--- config.mk ---
export PLATFORM = sky130hd
export DESIGN_NAME = ccff_loader
export DESIGN_NICKNAME = d
export VERILOG_FILES = /design/src/rtl/ccff_pkg.sv /design/src/rtl/ccff_word_shifter.sv /design/src/rtl/ccff_loader.sv
export SDC_FILE = /design/constraint.sdc
export NUM_CORES = 1
export LEC_CHECK = 0
export ABC_AREA = 0
export CAP_MARGIN = 20
export CORE_MARGIN = 8
export CORE_UTILIZATION = 40
export DETAILED_ROUTE_END_ITERATION = 7
export GPL_ROUTABILITY_DRIVEN = 1
export PLACE_DENSITY_LB_ADDON = 0.3
export SETUP_SLACK_MARGIN = 0.15
export SYNTH_ARGS = -nofsm -noshare
export SYNTH_HDL_FRONTEND = slang
export SYNTH_SLANG_ARGS = --single-unit
--- constraint.sdc ---
create_clock -name prog_clk -period 2.7 [get_ports prog_clk]
set_input_delay 0.27 -clock prog_clk [delete_from_list [all_inputs] [get_ports prog_clk]]
set_output_delay 0.27 -clock prog_clk [all_outputs]
set_load 0.05 [all_outputs]
--- src/rtl/ccff_pkg.sv ---
// ccff_pkg: state type and default chain/word sizes shared by the ccff loader files
package ccff_pkg;
  typedef enum logic [1:0] {S_IDLE, S_LOAD, S_VERIFY, S_DONE} state_t;
  localparam int CHAIN_LEN_DEF = 22;
  localparam int WORD_W_DEF = 8;
endpackage

--- src/rtl/ccff_word_shifter.sv ---
// ccff_word_shifter: one-word MSB-first buffer with a bits-remaining count
module ccff_word_shifter #(
  parameter int W = 8
) (
  input  logic                   clk,
  input  logic                   rst,
  input  logic                   i_load,
  input  logic [W-1:0]           i_data,
  input  logic [$clog2(W+1)-1:0] i_nbits,
  input  logic                   i_shift,
  output logic                   o_empty,
  output logic                   o_msb
);
  logic [W-1:0] r_buf;
  logic [$clog2(W+1)-1:0] r_cnt;
  assign o_empty = r_cnt == '0;
  assign o_msb = r_buf[W-1];
  always_ff @(posedge clk)
    if (rst) begin
      r_buf <= '0;
      r_cnt <= '0;
    end else if (i_load) begin
      r_buf <= i_data;
      r_cnt <= i_nbits;
    end else if (i_shift) begin
      r_buf <= r_buf << 1;
      r_cnt <= r_cnt - 1'b1;
    end
endmodule

--- src/rtl/ccff_loader.sv ---
// ccff_loader: streams bitstream words serially into a ccff chain under a gated chain clock.
// Define CCFF_LOADER_VERIFY_EN to add the recirculating parity-verify pass.
module ccff_loader
  import ccff_pkg::*;
#(
  parameter int CHAIN_LEN = CHAIN_LEN_DEF,
  parameter int WORD_W = WORD_W_DEF
) (
  input  logic              prog_clk,
  input  logic              prog_reset,
  input  logic              start,
  input  logic [WORD_W-1:0] cfg_data,
  input  logic              cfg_valid,
  output logic              cfg_ready,
  output logic              ccff_head,
  input  logic              ccff_tail,
  output logic              prog_clk_en,
  output logic              busy,
  output logic              done,
  output logic              err
);
  localparam int CW = $clog2(CHAIN_LEN + 1);
  localparam int NW = $clog2(WORD_W + 1);
  localparam logic [CW-1:0] LAST = CW'(CHAIN_LEN - 1);
  state_t r_state;
  logic [CW-1:0] r_cnt, r_acc, w_rem;
  logic [NW-1:0] w_take;
  logic w_empty, w_msb, w_hs, w_shift, w_ver;
  // the last word only contributes the bits the chain still needs
  assign w_rem = CW'(CHAIN_LEN) - r_acc;
  assign w_take = (int'(w_rem) < WORD_W) ? NW'(w_rem) : NW'(WORD_W);
  assign w_ver = r_state == S_VERIFY;
  assign w_shift = r_state == S_LOAD && !w_empty;
  assign cfg_ready = r_state == S_LOAD && w_empty && r_acc != CW'(CHAIN_LEN);
  assign w_hs = cfg_ready && cfg_valid;
  assign prog_clk_en = w_shift || w_ver;
  assign ccff_head = w_shift ? w_msb : w_ver && ccff_tail;
  assign busy = r_state == S_LOAD || w_ver;
  assign done = r_state == S_DONE;
  ccff_word_shifter #(.W(WORD_W)) u_buf (
    .clk(prog_clk),
    .rst(prog_reset),
    .i_load(w_hs),
    .i_data(cfg_data),
    .i_nbits(w_take),
    .i_shift(w_shift),
    .o_empty(w_empty),
    .o_msb(w_msb)
  );
  always_ff @(posedge prog_clk)
    if (prog_reset) begin
      r_state <= S_IDLE;
      r_cnt <= '0;
      r_acc <= '0;
    end else
      case (r_state)
        S_IDLE:
          if (start) begin
            r_state <= S_LOAD;
            r_cnt <= '0;
            r_acc <= '0;
          end
        S_LOAD: begin
          if (w_hs) r_acc <= r_acc + CW'(w_take);
          if (w_shift) begin
            r_cnt <= r_cnt == LAST ? '0 : r_cnt + 1'b1;
`ifdef CCFF_LOADER_VERIFY_EN
            if (r_cnt == LAST) r_state <= S_VERIFY;
`else
            if (r_cnt == LAST) r_state <= S_DONE;
`endif
          end
        end
        S_VERIFY: begin
          r_cnt <= r_cnt == LAST ? '0 : r_cnt + 1'b1;
          if (r_cnt == LAST) r_state <= S_DONE;
        end
        default: r_state <= S_IDLE;
      endcase
`ifdef CCFF_LOADER_VERIFY_EN
  logic r_pl, r_pt, r_err;
  always_ff @(posedge prog_clk)
    if (prog_reset || (r_state == S_IDLE && start)) begin
      r_pl <= 1'b0;
      r_pt <= 1'b0;
      r_err <= 1'b0;
    end else if (w_shift)
      r_pl <= r_pl ^ w_msb;
    else if (w_ver) begin
      r_pt <= r_pt ^ ccff_tail;
      if (r_cnt == LAST) r_err <= r_pl != (r_pt ^ ccff_tail);
    end
  assign err = r_err;
`else
  assign err = 1'b0;
`endif
endmodule

== Yosys cells after proc, flatten, opt, wreduce, memory -nomap -nowiden ==
Index checks and enable logic that the tools add are counted.
Widths: inputs -> output; s select.
Cells by class
  add/sub/neg operators: 4
  order comparisons: 1
  equal/unequal tests: 8
  multiplexer cells: 16
  reduce and logical (&&, ||, !) cells: 16
Operator list (number)
  $mux 5: 4
  $mux 8: 2
  $pmux 5 s3: 1
  $mux 4: 3
  $pmux 5 s2: 1
  $mux 2: 3
  $pmux 2 s3: 1
  $reduce_and 3->1: 2
  $add 5x1->5 const B: 1
  $add 5x4->5: 1
  $eq 5x5->1 const B: 1
  $logic_and 1x1->1: 5
  $lt 5x4->1 const B: 1
  $ne 5x5->1 const B: 1
  $sub 5x5->5 const A: 1
  $eq 2x2->1 const B: 2
  $logic_not 4->1: 1
  $ne 2x2->1 const B: 2
  $reduce_bool 2->1: 2
  $sub 4x1->4 const B: 1
  $reduce_bool 3->1: 1
  $eq 2x1->1 const B: 1
  $logic_not 2->1: 1
  $logic_or 1x1->1: 2
  4 further kinds: 4
Word-level totals
  register bits after elaboration: 24
  bits of input ports: 13
  output and inout port bits: 6
  word-level logic and storage cells: 50

== Logic depth before layout (Yosys ltp) ==
  depth after elaboration: 6
  mapped depth: 11
  mapped depth without buffers: 11

== Hierarchy ==
A second synthesis with hierarchy kept.
Second synthesis, totals
  cells, all modules: 182
  area, all modules: 1637.8 um^2
Modules (own cells, without submodules)
  ccff_loader: times used 1, cells an instance 121, area each 1037.2 um^2
  ccff_word_shifter: times used 1, cells an instance 61, area each 600.6 um^2

== Least setup slack after synthesis ==
No wires, ideal clock.
  path type: register -> register
  start point: register r_acc[1]
  end point: register r_acc[3]
  arrival time: 2468 ps
  required time: 2613 ps
  setup slack: 145 ps
  stages on the path, launching flop included: 11
  path buffers: 0
  period minus slack after synthesis: 2555 ps
  cells stage by stage: dfxtp_1 > ha_1 > a21o_1 > nand3_1 > a21oi_1 > ha_1 > and3_2 > and4_1 > a311o_1 > xor2_1 > o31ai_1
Between the ends
  longest elaborated chain between the ends: 6
  elaborated cells on any way between the ends: 11
  classes of those cells: add/sub (2); order compare (1); eq/ne (2); mux (3); reduce/logical (3)
RTL lines
  start, declared: line ccff_loader.sv:26  | logic [CW-1:0] r_cnt, r_acc, w_rem;
  start signal, assigned: line ccff_loader.sv:64  | if (w_hs) r_acc <= r_acc + CW'(w_take);
  $sub 5x5->5: line ccff_loader.sv:30  | assign w_rem = CW'(CHAIN_LEN) - r_acc;
  $lt 5x4->1: line ccff_loader.sv:31  | assign w_take = (int'(w_rem) < WORD_W) ? NW'(w_rem) : NW'(WORD_W);
  $mux 4: line ccff_loader.sv:31
  $add 5x4->5: line ccff_loader.sv:64
  $mux 5: line ccff_loader.sv:64
  $pmux 5 s2: line ccff_loader.sv:56  | case (r_state)
Several ways; a longest one is shown, not always the timed one. The select of a mux whose other input is x is not followed.
A chain may end at the register's enable or synchronous reset.

== Worst setup path after layout ==
  start point: register r_acc[0]
  end point: register r_acc[3]
Same word-level chain as after synthesis.

==> metrics.txt <==
run status finished, final reports clean; ys flop type dfxtp_1; worst slack, placed roughly 110 ps; Synth Instances 184; final worst setup slack roughly 200 ps; CP max-delay cell dfxtp_2; synth cell count leaders nand2_1, dfxtp_1, nor2_1; hold buffer count at cts 0; Final setup viols 0; post-synthesis register bit count 24; clk buf depth 2; initial antenna violation count 0; crit-path max FO 6; Clk Latency, worst-skew pair ~270 ps; crit path cell chain ha_4 -> a21o_1 -> nand3_1 -> a21oi_2 -> ha_1 -> and3_2 -> and4_1 -> a311o_1 -> xor2_1 -> o31ai_1; largest family of logic cells by synthesized area simple AND/OR/NAND/NOR gates; Hold Crit Class flip-flop to flip-flop; routed wire length between 3000 and 4000 um; DIE HEIGHT 78.18 um; Placer Congestion 0.8569; setup TNS 0 ps; synth unique cells between 50 and 60; DRC viols 0; Die Wd between 70 and 80 um; Yosys top cell area share between 30% and 40%; TritonCTS buffer count 3; P&R area growth vs syn 20.47%; all-layer global routing usage a little under an eighth; core area 3689 sq um; Worst path max stage delay 400 ps; clock sink total 24; buffers and inverters on the worst path 0; pwr dens 817.5 nW/um^2; sequential cell area around 490 sq um; Initial Util a little over two fifths; Required @ worst endpoint roughly 2900 ps; input/output buffers 17; Syn Area/Cell 8.405 sq um; routed len/inst 13.81 um; skew final 5.396 ps; DR iter-0 viols around 150; largest net degree at the start of global routing 15; crit start category flip-flop; placed insts 246; multi-input logic area approximately 980 sq um; Util after Layout between 50% and 60%; H-Tree Depth 1; number of global-route vias before repair about 1.4k; Slew @ Worst Pin approximately 500 ps; Crit Path Category flip-flop to flip-flop; IO Pins 19; number of diodes 0; final-report max-slew violation count 0; Remaining Overflow, GRT 0; Via density about 5.5; CTS tree built; Async SR Flop Fraction 0%; post-synth top area cell dfxtp_1; sequential element share of the synthesized area between 30 and 40%; Clock Tree Root clkbuf_8; Pre-antenna DRT Iters 4; number of routed nets with antenna violations 0; Tmin final 2500 ps; detailed placer's ending HPWL between 2000 and 3000 um; WP data arrival 2690 ps; Synth Area in Simple Gates roughly a quarter; post-synthesis mux area share 0.6472%; synth warn 0; fillers 370; final hold vios 0; layout cells sized above 1 14.71%; first-pass GRT wire length approximately 6100 um; Slew HR ~66%; worst ir drop on vdd around 0.00043 V; Worst-path clk slew ~90 ps; Peak Freq about 400 MHz; Critical Path End Type flip-flop; Compound-Gate Fraction of Synth Area roughly a fifth; Post-synth EDFFs 0; final non-filler cell total approximately 250; DIE AREA approximately 6100 sq um; # nets final approximately 230; maximum capacitance violations 0; most common cell in the netlist nand2_1; Tcrit/Tclk final just over 90%; Synth Area in Adders 10.52%; LEAKAGE 0.7578 nW; Synth area leaders dfxtp_1, ha_1, nand2_1, nor2_1, a311oi_1; RSZ-0062 raised after global routing true; post-synthesis xor/xnor area fraction roughly 4.0%; delay-heaviest family, CP compound AO/OA/AOI/OAI gates; placement row count 22; Mapped Nets 210; cell area after synthesis between 1500 and 2000 sq um; total number of vias between 1k and 1.5k
power breakdown:
part           leakage [nW]  internal, W  total (W)  switching, W
Combinational         0.525     0.000289   0.000694      0.000405
Sequential            0.197     0.000429   0.000506     0.0000777
Clock                0.0357     0.000198   0.000323      0.000124
Total                 0.758     0.000916    0.00152      0.000607
worst min-delay path, stage by stage (launching register included):
cell and delay (ps):
dfxtp_1 320, nand2_1 50, a21oi_1 50
path summary, 6_finish.rpt:
kind	startpoint	endpoint	slack [ps]	cells after the start
worst max-delay path	r_acc[0]	r_acc[3]	200	10
worst max register to register	r_acc[0]	r_acc[3]	200	10
worst min-delay path	u_buf.r_buf[6]	u_buf.r_buf[6]	470	2
worst min register to register	u_buf.r_buf[6]	u_buf.r_buf[6]	470	2
registers in the layout, summed over array words and instances (netlist names):
register and cells:
r_acc 5, r_cnt 5, r_state 2, u_buf.r_buf 8, u_buf.r_cnt 4
metrics by stage:
| stage | total power [W] | instance area (sq um) | hold slack [ps] |
|---|---|---|---|
| floorplan | 0.001054 | 1549 | 406.0 |
| CTS | 0.001538 | 1828 | 470.1 |
| finish | 0.001523 | 1863 | 467.1 |
| global placement | 0.001201 | 1753 | 444.9 |
| detailed placement | 0.001208 | 1753 | 451.6 |
| global route | 0.001653 | 1863 | 501.6 |
cell usage in the layout (no fill, tap or decap), drive strengths merged, types with 2 or more instances in the layout:
master          n
nand2          25
dfxtp          24
nor2           21
clkdlybuf4s50  15
ha             13
a21oi          12
buf            10
inv             8
a311oi          7
nand3           6
xor2            5
o21ai           4
nor3            4
a22oi           3
nor2b           3
clkbuf          3
a31oi           2
a32o            2
nand4           2
a211oi          2
xnor2           2
nor4            2
and4b           2
o31ai           2
and3            2
per-layer routing:
metal / vias up / GRT usage [%] / wire length [um] / part of all wire [%]
met5: - / 0 / 0 / 0
met4: 0 / 3.333 / 31 / 0.89
met3: 4 / 2.164 / 148 / 4.3
met2: 33 / 18.72 / 1592 / 46
met1: 644 / 16.07 / 1708 / 49
li1: 703 / - / - / -
kinds of logic (layout without fill, tap and decap cells):
| kind of cell | Yosys count | after routing |
|---|---|---|
| compound gates | 43 | 43 |
| xor+xnor | 7 | 7 |
| fa+ha+maj | 13 | 13 |
| buf+inv | 18 | 38 |
| flops | 24 | 24 |
| mux | 1 | 1 |
| other cells | 1 | 1 |
| simple gates | 77 | 77 |
what timing repair did:
action                                  CTS  global route
endpoints found under the setup margin    2             4
buffers inserted                          0             2
resized for setup                         3             5
final cells by class:
| class | count | share of cell area, % |
|---|---|---|
| multi-input cells | 142 | 52.38 |
| flip-flops and latches | 24 | 26.19 |
| repair buffers | 26 | 12.76 |
| well taps | 48 | 3.224 |
| clock buffers | 3 | 2.216 |
| clock inverters | 1 | 1.612 |
| inverters | 8 | 1.612 |
No activity file was read; power rests on OpenSTA's default activity.
